[config.mk]
export PLATFORM = sky130hd
export DESIGN_NAME = traffic_sequencer
export DESIGN_NICKNAME = d
export VERILOG_FILES = /design/src/rtl/traffic_pkg.sv /design/src/rtl/traffic_sequencer_lamp_decode.sv /design/src/rtl/traffic_sequencer.sv
export SDC_FILE = /design/constraint.sdc
export NUM_CORES = 1
export LEC_CHECK = 0
export CAP_MARGIN = 30
export CORE_ASPECT_RATIO = 1.2
export CORE_MARGIN = 1
export CORE_UTILIZATION = 49
export CTS_CLUSTER_DIAMETER = 120
export DETAILED_ROUTE_END_ITERATION = 10
export HOLD_SLACK_MARGIN = 0.03
export PLACE_DENSITY_LB_ADDON = 0.12
export SLEW_MARGIN = 20
export SYNTH_ARGS = -nofsm -noshare
export SYNTH_HDL_FRONTEND = slang
export SYNTH_SLANG_ARGS = --single-unit
[constraint.sdc]
create_clock -name CLK -period 4.3 [get_ports CLK]
set_clock_uncertainty 0.15 [all_clocks]
set_input_delay 1.29 -clock CLK [delete_from_list [all_inputs] [get_ports CLK]]
set_output_delay 1.29 -clock CLK [all_outputs]
set_load 0.01 [all_outputs]
[src/rtl/traffic_pkg.sv]
// Shared constants for the intersection controller: phase codes,
// lamp patterns and default phase durations.
package traffic_pkg;

    localparam logic [2:0] ALLRED_A  = 3'd0;
    localparam logic [2:0] NS_GREEN  = 3'd1;
    localparam logic [2:0] NS_YELLOW = 3'd2;
    localparam logic [2:0] ALLRED_B  = 3'd3;
    localparam logic [2:0] EW_GREEN  = 3'd4;
    localparam logic [2:0] EW_YELLOW = 3'd5;
    localparam logic [2:0] PED_WALK  = 3'd6;
    localparam logic [2:0] FLASH     = 3'd7;

    localparam logic [2:0] LAMP_RED = 3'b100;
    localparam logic [2:0] LAMP_YEL = 3'b010;
    localparam logic [2:0] LAMP_GRN = 3'b001;
    localparam logic [2:0] LAMP_OFF = 3'b000;

    localparam logic STEP_LOAD = 1'b0;
    localparam logic STEP_WAIT = 1'b1;

    localparam int DEF_ALLRED   = 2;
    localparam int DEF_GREEN_NS = 30;
    localparam int DEF_GREEN_EW = 20;
    localparam int DEF_YELLOW   = 3;
    localparam int DEF_WALK     = 10;
    localparam int DEF_FLASH    = 1;

endpackage

[src/rtl/traffic_sequencer_lamp_decode.sv]
// Combinational lamp pattern for a phase; the caller registers the result.
module lamp_decode
    import traffic_pkg::*;
(
    input  logic [2:0] phase,
    input  logic       flash_on,
    output logic [2:0] ns_lamp,
    output logic [2:0] ew_lamp,
    output logic       walk
);

    always_comb begin
        ns_lamp = LAMP_RED;
        ew_lamp = LAMP_RED;
        walk    = 1'b0;
        case (phase)
            NS_GREEN:  ns_lamp = LAMP_GRN;
            NS_YELLOW: ns_lamp = LAMP_YEL;
            EW_GREEN:  ew_lamp = LAMP_GRN;
            EW_YELLOW: ew_lamp = LAMP_YEL;
            PED_WALK:  walk = 1'b1;
            FLASH: begin
                ns_lamp = flash_on ? LAMP_YEL : LAMP_OFF;
                ew_lamp = flash_on ? LAMP_YEL : LAMP_OFF;
            end
            default: ;
        endcase
    end

endmodule

[src/rtl/traffic_sequencer.sv]
// Intersection phase sequencer; drives the lamps and loads the external
// seconds timer once per phase, advancing on its completion pulse.
module traffic_sequencer
    import traffic_pkg::*;
#(
    parameter int T_ALLRED   = DEF_ALLRED,
    parameter int T_GREEN_NS = DEF_GREEN_NS,
    parameter int T_GREEN_EW = DEF_GREEN_EW,
    parameter int T_YELLOW   = DEF_YELLOW,
    parameter int T_WALK     = DEF_WALK,
    parameter int T_FLASH    = DEF_FLASH
) (
    input  logic        CLK,
    input  logic        reset,
    input  logic        ped_req,
    input  logic        night_mode,
    input  logic        timer_done,
    output logic        timer_load,
    output logic [15:0] timer_seconds,
    output logic [2:0]  ns_lamp,
    output logic [2:0]  ew_lamp,
    output logic        walk,
    output logic [2:0]  phase
);

    logic [2:0] state;
    logic [2:0] nxt_state;
    logic       step;
    logic       ped_pend;
    logic       flash_on;
    logic       nxt_flash;
    logic       issue;
    logic       done_ok;
    logic [2:0] dec_ns;
    logic [2:0] dec_ew;
    logic       dec_walk;

    function automatic logic [15:0] dur(input logic [2:0] p);
        case (p)
            NS_GREEN:            return 16'(T_GREEN_NS);
            EW_GREEN:            return 16'(T_GREEN_EW);
            NS_YELLOW, EW_YELLOW: return 16'(T_YELLOW);
            PED_WALK:            return 16'(T_WALK);
            FLASH:               return 16'(T_FLASH);
            default:             return 16'(T_ALLRED);
        endcase
    endfunction

    // The cycle showing timer_load=1 is the LOAD cycle; done is ignored there.
    assign done_ok = (step == STEP_WAIT) && !timer_load && timer_done;

    always_comb begin
        nxt_state = state;
        nxt_flash = flash_on;
        issue     = 1'b0;
        if (step == STEP_LOAD) begin
            issue = 1'b1;
        end else if (done_ok) begin
            issue = 1'b1;
            case (state)
                ALLRED_A:  nxt_state = night_mode ? FLASH : NS_GREEN;
                NS_GREEN:  nxt_state = NS_YELLOW;
                NS_YELLOW: nxt_state = ALLRED_B;
                ALLRED_B:  nxt_state = night_mode ? FLASH : EW_GREEN;
                EW_GREEN:  nxt_state = EW_YELLOW;
                EW_YELLOW: nxt_state = ped_pend ? PED_WALK : ALLRED_A;
                PED_WALK:  nxt_state = ALLRED_A;
                FLASH: begin
                    if (night_mode) nxt_flash = ~flash_on;
                    else            nxt_state = ALLRED_A;
                end
                default:   nxt_state = ALLRED_A;
            endcase
        end
    end

    lamp_decode u_dec (
        .phase    (nxt_state),
        .flash_on (nxt_flash),
        .ns_lamp  (dec_ns),
        .ew_lamp  (dec_ew),
        .walk     (dec_walk)
    );

    always_ff @(posedge CLK) begin
        if (reset) begin
            state         <= ALLRED_A;
            step          <= STEP_LOAD;
            ped_pend      <= 1'b0;
            flash_on      <= 1'b0;
            timer_load    <= 1'b0;
            timer_seconds <= 16'd0;
            ns_lamp       <= LAMP_RED;
            ew_lamp       <= LAMP_RED;
            walk          <= 1'b0;
            phase         <= ALLRED_A;
        end else begin
            state      <= nxt_state;
            step       <= STEP_WAIT;
            flash_on   <= nxt_flash;
            timer_load <= issue;
            if (issue) timer_seconds <= dur(nxt_state);
            ns_lamp    <= dec_ns;
            ew_lamp    <= dec_ew;
            walk       <= dec_walk;
            phase      <= nxt_state;
            // Entering the walk phase consumes the request; a same-cycle press is lost.
            if (issue && nxt_state == PED_WALK && state != PED_WALK)
                ped_pend <= 1'b0;
            else if (ped_req && state != PED_WALK)
                ped_pend <= 1'b1;
        end
    end

endmodule
---- Word-level counts from Yosys, hierarchy flattened ----
Cells that the tools add are included.
operators by class
  equality and inequality tests ........... 14
  mux-type cells .......................... 19
  bitwise logic cells ..................... 1
  reductions and logical operators ........ 9
operators with widths
  cell                  count
  $pmux W5 S5           1
  $eq A3 B3 Y1 const B  8
  $pmux W3 S8           1
  $pmux W3 S3           2
  $mux W3               5
  $eq A3 B2 Y1 const B  3
  $mux W1               8
  $eq A3 B1 Y1 const B  2
  $logic_and A1 B1 Y1   5
  $mux W2               2
  $reduce_or A2 Y1      2
  $logic_not A3 Y1      1
  $ne A3 B3 Y1 const B  1
  $logic_not A1 Y1      1
  $not A1 Y1            1
storage, ports and cells
  bits in registers ....................... 30
  input port bits ......................... 5
  output and inout port bits .............. 27
  word-level logic and storage cells ...... 52

---- Longest topological paths before layout ----
  depth after elaboration ................. 9
  depth in mapped cells ................... 7
  depth with buffers taken out ............ 5

---- Cells and area by module ----
From an unflattened synthesis, not the netlist that was laid out.
unflattened totals
  cells, all modules ...................... 117
  area total of the unflattened synthesis .. 1012.2 µm²
modules (own cells, without submodules)
  module             instances  cells an instance  area an instance (µm²)  sequential area each (µm²)
  traffic_sequencer  1          105                927.1                   360.3
  lamp_decode        1          12                 85.1                    0.0

---- Worst setup path after synthesis ----
OpenSTA, ideal clock, no wires.
  path type ............................... input port to flip-flop
  from .................................... in timer_done
  to ...................................... reg ns_lamp[1]
  library setup time ...................... 0.135 ns
  arrival time ............................ 2.379 ns
  data required time ...................... 4.015 ns
  path slack .............................. 1.636 ns
  stages on the path ...................... 6
  path buffers ............................ 1
  cells stage by stage .................... and3b_1 buf_6 a32o_2 a211o_4 o311ai_1 a21oi_1
on the way
  word-level cells in the longest chain between the ends .. 5
  elaborated cells between the ends (all ways) .. 10
  classes of those cells .................. 3 x eq/ne; 6 x mux; 1 x reduce/logical
ends and longest elaborated chain
  element                                     line                                 source
  from (decl)                                 traffic_sequencer.sv:17              input logic timer_done,
  $logic_and A1 B1 Y1 *                       traffic_sequencer.sv:50              assign done_ok = (step == STEP_WAIT) && !timer_load && timer_done;
  $mux W3 or $mux W1 (tied branches)          traffic_sequencer.sv:58              end else if (done_ok) begin
  $mux W3 or $mux W1 (tied branches)          traffic_sequencer.sv:56              if (step == STEP_LOAD) begin
  $eq A3 B3 Y1, or another cell as far along  traffic_sequencer_lamp_decode.sv:16  case (phase)
  $pmux W3 S3 *                               traffic_sequencer_lamp_decode.sv:16
  to (signal assigned)                        traffic_sequencer.sv:103             ns_lamp <= dec_ns;
  to (decl)                                   traffic_sequencer.sv:20              output logic [2:0] ns_lamp,
Mark *: on every way between the ends. The rest lies on a longest branch, timed or not.
A chain may end at the register's enable or synchronous reset.

==> results by group <==
Outcome
  • Status: finished with violations
  • Violated checks: design-rule violations

Global routing
  • Gr ovfl total: 0
  • Vias in the first global route: 719
  • Largest net degree at the start of global routing: 22
  • GRT Resource Usage Total: 18.0%
  • Global-route wire length before repair: 3140 um
  • Initial antenna violation count: 0

Clock tree
  • Hold-fix buffers, CTS: 0
  • CTS resizes: 0
  • Sink Count: 18
  • CTS clk-pin slew, worst paths: 0.10 ns
  • Clk buf depth: 2
  • H-tree Lvls: 1
  • CTS buffer count: 3
  • Clk Latency, worst-skew pair: 0.29 ns
  • CTS tree: yes
  • Setup bufs post-CTS: 0
  • Clock root buffer: clkbuf_4

Cells and area
  • FF+latch area: 360 sq um
  • Commonest non-fill, non-tap cell in the layout: clkdlybuf4s50_1
  • Post-route insts no fill: 160
  • Layout cells sized above 1: 11.5%
  • Fillers: 187
  • Commonest non-fill, non-tap cells in the layout: 20 x clkdlybuf4s50_1, 18 x dfxtp_1, 11 x conb_1, 9 x a21oi_1, 9 x nor2_1
  • Fin nets: 136
  • Syn-to-layout area delta: 13.0%
  • Multi-input logic area: 542 sq um
  • # diodes: 0

Timing
  • RSZ-0062 raised after global routing: no
  • Slew headroom: 57.4%
  • Fin crit share: 73.0%
  • Fin. max-slew vios: 0
  • Fmax: 319 MHz
  • Tmin final: 3.14 ns
  • Setup_tns: 0 ns
  • Final Hold Fails: 0
  • Final setup fails: 0
  • Worst Tran Pin Value: 0.639 ns

Die
  • Die Wd: 44.7 um
  • Die height: 53.2 um
  • Die area: 2370 sq um
  • IO Count: 32
  • Core area: 2050 sq um
  • Starting Density: 52.2%
  • FP Rows: 18

Yosys
  • Synth Instances: 115
  • Avg Cell Area, Syn: 9.30 sq um
  • Fraction of registers with async set/reset: 0%
  • Seq/Total Area, Yosys: 33.7%
  • Top FF cell, synth: dfxtp_1
  • Post-synth EDFFs: 0
  • Syn Std Cell Area: 1070 sq um
  • Synth Warn #: 0
  • Yosys reg bits: 18
  • Yosys cell types: 46

Power
  • Switching Share: 27.8%
  • PD cells: 307 nW/um^2
  • Clock power share: 27.9%
  • Reg power frac: 50.6%
  • Net Sw Power: 103 uW
  • Static leakage: 0.462 nW
  • Combinational Power Share: 21.5%
  • VDD IR max: 0.222 mV
  • Internal power: 268 uW

Critical path
  • WS Path Type: reg2out
  • Critical Path End Type: output pin
  • Worst setup SP type: flop
  • CP Data Arrival Time: 1.70 ns
  • Start of the worst register-to-register path: state[1]
  • Register-to-Register Setup Slack: 2.19 ns
  • Crit Path Max Fanout: 21
  • Buffer and inverter count on the worst path: 1
  • Worst R2R Path Depth: 5
  • Worst endpoint required time: 2.86 ns
  • RR Endpoint: ns_lamp[1]
  • CP max stage delay: 0.74 ns
  • Slowest-stage cell, CP: dfxtp_1
  • Worst-path cell chain: clkdlybuf4s50_1
  • Cell family with most CP delay: flip-flops

Route
  • Drt total wl: 1980 um
  • DR vias/cell: 5.30
  • WL per Instance: 12.4 um
  • # DRC: 1
  • Number of DRC markers in iteration 0: 19
  • Post-route ant nets: 0
  • Vias: 848
  • Drt pass-1 iters: 7

Flow run
  • Max cap viols: 0

Min path
  • HP Start: timer_seconds[3]
  • Cells on Worst Hold Path: 1
  • Worst Hold Path EP: timer_seconds[3]
  • Min-delay worst type: reg2reg

Placed design
  • HPWL Detailed: 1490 um
  • Placed cell count: 156
  • IO buf count: 20
  • GPL Wtd Cong: 0.876
[sequential cells by signal, summed over array words and instances (netlist names)]
signal	cells
timer_seconds	4
ew_lamp	3
ns_lamp	3
state	3
step	1
flash_on	1
timer_load	1
ped_pend	1
walk	1
[logic make-up (layout without fill, tap and decap cells)]
logic type | count (synthesis) | in the layout | share of synthesized area, %
other cells | 1 | 11 | 0.351
mux | 1 | 1 | 1.05
simple gates | 39 | 39 | 21.2
buf+inv | 24 | 29 | 19.2
flops | 18 | 18 | 33.7
compound gates | 31 | 31 | 23.7
xor+xnor | 1 | 1 | 0.819
[power groups by stage]
stage	clock network, mW	registers [mW]	logic [mW]
4_1_cts	0.108	0.188	0.0800
5_1_grt	0.114	0.190	0.0872
6_report	0.103	0.188	0.0800
2_1_floorplan	0	0.190	0.0662
3_3_place_gp	0	0.192	0.0796
3_5_place_dp	0	0.192	0.0796
[cell usage after synthesis (all sizes together) (2+ instances only)]
| master | instances | area [sq um] |
|---|---|---|
| nand2 | 5 | 18.8 |
| o22ai | 2 | 12.5 |
| clkbuf | 4 | 55.1 |
| and2 | 3 | 18.8 |
| nand4 | 2 | 12.5 |
| nor3 | 4 | 20.0 |
| o21ai | 2 | 13.8 |
| nand2b | 2 | 12.5 |
| inv | 4 | 15.0 |
| nand3 | 2 | 10.0 |
| a21oi | 9 | 45.0 |
| buf | 15 | 118 |
| o311ai | 2 | 17.5 |
| dfxtp | 18 | 360 |
| o211ai | 2 | 15.0 |
| o211a | 2 | 20.0 |
| and3 | 2 | 17.5 |
| nand3b | 2 | 15.0 |
| a31oi | 2 | 12.5 |
| a211oi | 2 | 20.0 |
| nor2 | 10 | 40.0 |
[routing by layer]
| metal | up-vias | global-route usage [%] | wire [um] |
|---|---|---|---|
| li1 | 426 | - | - |
| met1 | 386 | 22.0 | 870 |
| met2 | 30 | 29.2 | 949 |
| met3 | 6 | 3.75 | 111 |
| met4 | 0 | 9.60 | 46 |
| met5 | - | 0 | 0 |
[worst max-delay path by stage]
| stage | start | slack, ns | cells after the start | to |
|---|---|---|---|---|
| final | state[0] | 1.16 | 1 | phase[0] |
| after global routing | state[0] | 1.07 | 1 | phase[0] |
| after global placement | timer_done | 0.97 | 6 | ns_lamp[1] |
| after floorplan | timer_done | 1.64 | 6 | ns_lamp[1] |
| after detailed placement | timer_done | 0.94 | 6 | timer_seconds[0] |
| after CTS | state[0] | 1.16 | 1 | phase[0] |
[through the flow]
stage	area (sq um)	util (%)	worst slack, ns	hold WS [ns]	power (mW)
after floorplan	1110	-	1.64	0.353	0.256
after global placement	1170	57.2	0.965	0.335	0.271
after detailed placement	1170	57.2	0.942	0.343	0.271
after CTS	1210	59.0	1.16	0.374	0.376
after global routing	1210	59.0	1.07	0.394	0.391
final	1210	59.0	1.16	0.369	0.371
[layout make-up]
cell class                      count  area share, %
Inverter                            5           2.69
Tap cell                           30           3.11
Sequential cell                    18           29.8
Multi-Input combinational cell     83           44.8
Timing Repair Buffer               20           16.6
Clock buffer                        4           3.00
Power figures use the tool's default switching activity.
